<file path="src/rtl/burst_master.sv">
// burst_master: turns single line read/write requests into memory bursts.
// Reads issue one burst command of LINE_WORDS beats and collect the returned
// words. Writes issue LINE_WORDS single-beat commands at consecutive word
// addresses. Every completed line produces a one-cycle rsp_valid pulse.
module burst_master #(
   parameter int ADDR_WIDTH     = 32,
   parameter int DATA_WIDTH     = 32,
   parameter int BURSTLEN_WIDTH = 2,
   parameter int LINE_WORDS     = 4
) (
   input  logic                             clock,
   input  logic                             reset_n,
   input  logic                             req_valid,
   output logic                             req_ready,
   input  logic                             req_wr,
   input  logic [ADDR_WIDTH-1:0]            req_addr,
   input  logic [LINE_WORDS*DATA_WIDTH-1:0] req_wdata,
   output logic                             rsp_valid,
   output logic [LINE_WORDS*DATA_WIDTH-1:0] rsp_rdata,
   output logic [ADDR_WIDTH-1:0]            mem_addr,
   output logic [BURSTLEN_WIDTH-1:0]        mem_burst_len,
   output logic [DATA_WIDTH-1:0]            mem_wdata,
   input  logic [DATA_WIDTH-1:0]            mem_rdata,
   output logic                             mem_wr,
   output logic                             mem_rd,
   input  logic                             mem_waitrequest,
   input  logic                             mem_rd_valid
);

   localparam int BEAT_W     = $clog2(LINE_WORDS);
   localparam int WORD_BYTES = DATA_WIDTH / 8;
   localparam int LINE_BYTES = LINE_WORDS * WORD_BYTES;

   localparam logic [ADDR_WIDTH-1:0]     LINE_MASK  = ~ADDR_WIDTH'(LINE_BYTES - 1);
   localparam logic [BEAT_W-1:0]         LAST_BEAT  = BEAT_W'(LINE_WORDS - 1);
   localparam logic [BURSTLEN_WIDTH-1:0] FULL_BURST = BURSTLEN_WIDTH'(LINE_WORDS - 1);
   localparam logic [ADDR_WIDTH-1:0]     WORD_STEP  = ADDR_WIDTH'(WORD_BYTES);

   typedef enum logic [2:0] {
      IDLE,
      RD_CMD,
      RD_DATA,
      WR_BEAT,
      DONE
   } state_t;

   state_t                           state;
   logic [BEAT_W-1:0]                beat;
   logic [ADDR_WIDTH-1:0]            line_base;
   logic [LINE_WORDS*DATA_WIDTH-1:0] wr_line;

   logic [BEAT_W-1:0]                next_beat;
   logic [ADDR_WIDTH-1:0]            next_addr;

   // Address of the following write beat; the base is line aligned so the
   // offset never carries out of the line.
   always_comb begin
      next_beat = beat + BEAT_W'(1);
      next_addr = line_base + (ADDR_WIDTH'(next_beat) * WORD_STEP);
   end

   // Main controller: state, beat counter, line buffers and every output are
   // registered here so the memory side sees glitch-free commands.
   always_ff @(posedge clock or negedge reset_n) begin
      if (!reset_n) begin
         state         <= IDLE;
         beat          <= '0;
         line_base     <= '0;
         wr_line       <= '0;
         req_ready     <= 1'b1;
         rsp_valid     <= 1'b0;
         rsp_rdata     <= '0;
         mem_addr      <= '0;
         mem_burst_len <= '0;
         mem_wdata     <= '0;
         mem_wr        <= 1'b0;
         mem_rd        <= 1'b0;
      end else begin
         rsp_valid <= 1'b0;
         unique case (state)
            IDLE: begin
               if (req_valid) begin
                  line_base <= req_addr & LINE_MASK;
                  wr_line   <= req_wdata;
                  beat      <= '0;
                  req_ready <= 1'b0;
                  mem_addr  <= req_addr & LINE_MASK;
                  if (req_wr) begin
                     state     <= WR_BEAT;
                     mem_wr    <= 1'b1;
                     mem_wdata <= req_wdata[DATA_WIDTH-1:0];
                  end else begin
                     state         <= RD_CMD;
                     mem_rd        <= 1'b1;
                     mem_burst_len <= FULL_BURST;
                  end
               end
            end
            RD_CMD: begin
               if (!mem_waitrequest) begin
                  state         <= RD_DATA;
                  mem_rd        <= 1'b0;
                  mem_addr      <= '0;
                  mem_burst_len <= '0;
               end
            end
            RD_DATA: begin
               if (mem_rd_valid) begin
                  rsp_rdata[int'(beat)*DATA_WIDTH +: DATA_WIDTH] <= mem_rdata;
                  beat <= next_beat;
                  if (beat == LAST_BEAT) begin
                     state     <= DONE;
                     rsp_valid <= 1'b1;
                  end
               end
            end
            WR_BEAT: begin
               if (!mem_waitrequest) begin
                  if (beat == LAST_BEAT) begin
                     state     <= DONE;
                     rsp_valid <= 1'b1;
                     mem_wr    <= 1'b0;
                     mem_addr  <= '0;
                     mem_wdata <= '0;
                  end else begin
                     beat      <= next_beat;
                     mem_addr  <= next_addr;
                     mem_wdata <= wr_line[int'(next_beat)*DATA_WIDTH +: DATA_WIDTH];
                  end
               end
            end
            DONE: begin
               state     <= IDLE;
               beat      <= '0;
               req_ready <= 1'b1;
            end
            default: begin
               state     <= IDLE;
               req_ready <= 1'b1;
            end
         endcase
      end
   end

endmodule

</file>
<file path="config.mk">
export PLATFORM = sky130hd
export DESIGN_NAME = burst_master
export DESIGN_NICKNAME = d
export VERILOG_FILES = /design/src/rtl/burst_master.sv
export SDC_FILE = /design/constraint.sdc
export NUM_CORES = 1
export LEC_CHECK = 0
export BUFFER_PORTS_ARGS = -buffer_cell sky130_fd_sc_hd__buf_2
export CAP_MARGIN = 40
export CORE_UTILIZATION = 40
export DETAILED_ROUTE_END_ITERATION = 6
export PLACE_DENSITY = 0.69
export SYNTH_ARGS = -nofsm -noshare
export SYNTH_HDL_FRONTEND = slang
export SYNTH_SLANG_ARGS = --single-unit
</file>
<file path="constraint.sdc">
create_clock -name clock -period 3.7 [get_ports clock]
set_input_delay 0.555 -clock clock [delete_from_list [all_inputs] [get_ports clock]]
set_output_delay 0.555 -clock clock [all_outputs]
set_load 0.005 [all_outputs]
</file>
==> impl_metrics.yaml <==
yosys:
  yosys_register_bits: 355
  syn_inst: 1223
  ys_types: 41
  yosys_warnings: 0
  syn-mean-instance-area_um2: 12.8
  synth_top_area_cell: "dfrtp_1"
  synth.area.top_cells: "dfrtp_1 57%, mux2_2 14%, nand4_1 5.1%"
  synth-seq-area-share_pct: 56.9
  netlist_area_um2: 15600
  synth_top_area_share_pct: 56.8
drt:
  wire_per_inst_um: 20.2
  drt_iter0_markers: 530
  drc: 0
  num_vias: 11408
  ant_nets: 0
  via_per_inst: 5.37
  wirelength_mm: 43.0
  dr.pass1.iters: 5
clock_network:
  cts.path.max_buffers: 3
  cts_setup_buffers: 0
  post_cts_resized: 0
  path_clk_slew_ns: 0.05
  cts_tree: "yes"
  clkSinkCount: 355
  htreeDepth: 2
  cts_hold_buf: 0
  cts-buffers-inserted: 39
  clock_latency_ns: 0.56
  cts_root_buffer: "clkbuf_16"
sta:
  timing.final.crit_share_pct: 69.0
  finalHoldViolCount: 0
  finalCriticalPeriod_ns: 2.55
  fin_setup_tns_ns: 0
  slew_viol_final: 0
  worstMarginPinSlew_ns: 0.827
  setup-violations-final: 0
  worst_clock_skew_ns: 0.0151
  rsz0062_at_grt: "no"
  slew_headroom_pct: 44.9
  fmaxAchievable_mhz: 392
  holdWs_ns: 0.0254
floorplanning:
  ios: 396
  initial_core_util_pct: 41.0
  die_h_um: 200
  core_area_um2: 38000
  die-area_um2: 39800
  fp-row-count: 71
  die_w_um: 200
pwr:
  powerDensity_nw_per_um2: 891
  peakVddDrop_mv: 0.570
  leakagePower_uw: 0.00902
  power_uw: 17200
setup_path:
  startpoint: "beat[1]"
  crit_required_ns: 4.16
  arrival_ns: 3.01
  cpMaxStageDelayCell: "ha_2"
  worstPathCellList: "inv_1 > ha_2 > and3b_1 > buf_4 > nand4_1 > o21ai_0"
  end_kind: "flip-flop"
  cp-start-kind: "flip-flop"
  reg2reg_from: "beat[1]"
  critical_path.max_stage_delay_ns: 0.70
  timing_worst_setup_path_type: "reg2reg"
  crit_fanout: 18
global_routing:
  grt_pass1_wl_mm: 66.0
  antenna_found_initial: 13
  grt_pass1_vias: 11721
  grt-ovfl-total: 0
  grt_use_total_pct: 21.5
  grt_max_degree: 93
placed_design:
  place_congestion: 0.806
  io_buffers: 389
  dpl-instance-area_um2: 18000
  dp_hpwl_mm: 28.5
final_layout:
  register_area_um2: 8890
  multiInputGateArea_um2: 5680
  area_growth_pct: 23.6
  fin_area_um2: 19300
  utilization_pct: 50.7
  layout.nets: 1786
  drive_gt1_share_pct: 46.2
  fill_cells: 3383
status:
  outcome: "completed"
run:
  cap_violations: 0
worst_hold_path:
  hp-class: "in2async"
==> metal layers <==
metal,vias to the layer above,share of wire (%),track usage (%)
met1,5752,39,26.2
met3,85,9.4,7.59
li1,5104,-,-
met4,12,2.5,7.69
met2,455,49,35.1
met5,-,0.18,0
==> cell families after synthesis <==
logic type | count (synthesis) | share of synthesized area (%)
flip-flops | 355 | 56.9
multiplexers | 251 | 20.9
buffers and inverters | 244 | 6.88
AO/OA/AOI/OAI | 204 | 8.27
AND/OR/NAND/NOR | 162 | 6.54
adder cells (fa/ha/maj) | 6 | 0.481
other | 1 | 0.0240
==> cell usage after synthesis (all sizes together) <==
master,n
conb,1
dfstp,1
nand4bb,1
o21ai,130
nand3,1
a2bb2oi,1
o32ai,2
nor2,4
dfrtp,354
mux2i,2
buf,57
or2,1
o21a,1
o211ai,2
nand3b,2
and2,5
nand2,2
clkbuf,50
a22o,60
o2bb2ai,2
a211oi,2
and3b,1
ha,6
nor3,3
mux2,217
a32oi,1
nor2b,6
nor3b,4
a41o,1
a21oi,2
and4bb,2
nand4,128
inv,137
mux4,32
nand2b,2
==> cell type report <==
type | instances | area share (%)
sequential | 355 | 46.1
multi-input combinational | 625 | 29.5
timing repair buffer | 424 | 12.0
clock buffer | 53 | 5.70
tap | 511 | 3.32
inverter | 137 | 2.67
clock inverter | 13 | 0.668
antenna | 7 | 0.0908
==> per-stage QoR <==
stage | setup slack, ns | std cells
3_5_place_dp | 1.11 | 2052
4_1_cts | 1.10 | 2118
5_1_grt | 0.926 | 2125
6_report | 1.15 | 2125
3_3_place_gp | 1.17 | 2051
2_1_floorplan | 1.23 | 1224
==> where the power goes <==
group / internal (uW) / total, uW / switching, uW
logic: 3410 / 6630 / 3220
clock network: 2220 / 3780 / 1560
registers: 5760 / 6770 / 1010
==> registers in the layout, summed over array words and instances (netlist names) <==
register and cells:
beat 2, state 3, mem_wr 1, mem_wdata 32
wr_line 128, req_ready 1, line_base 28, rsp_valid 1
mem_addr 30, rsp_rdata 128, mem_burst_len 1
==> worst max-delay path, delay by kind of cell (launching register included) <==
kind | cells | cell delay [ns]
compound gates | 1 | 0.11
buf+inv | 2 | 0.47
flops | 1 | 0.39
simple gates | 2 | 0.77
fa+ha+maj | 1 | 0.70
==> cell usage in the layout, fill, tap and decap left out, types with 6 or more instances in the layout <==
cell type,n
inv_1,137
clkinv_2,7
mux2_2,197
diode_2,7
clkbuf_8,7
a22o_1,60
clkbuf_1,7
clkbuf_16,39
mux2_4,20
buf_12,7
buf_4,27
nor2b_1,6
mux4_2,32
dfrtp_1,353
buf_2,388
nand4_1,128
o21ai_0,130
==> worst paths after layout <==
kind	cells after the start	slack, ns	to
max	6	1.15	rsp_rdata[41]
min	1	0.03	rsp_rdata[9]
max reg2reg	6	1.15	rsp_rdata[41]
min reg2reg	2	0.49	req_ready
max in group asynchronous	2	2.55	mem_addr[25]
min in group clock	2	0.22	wr_line[86]
(Power assumes the default switching activity.)
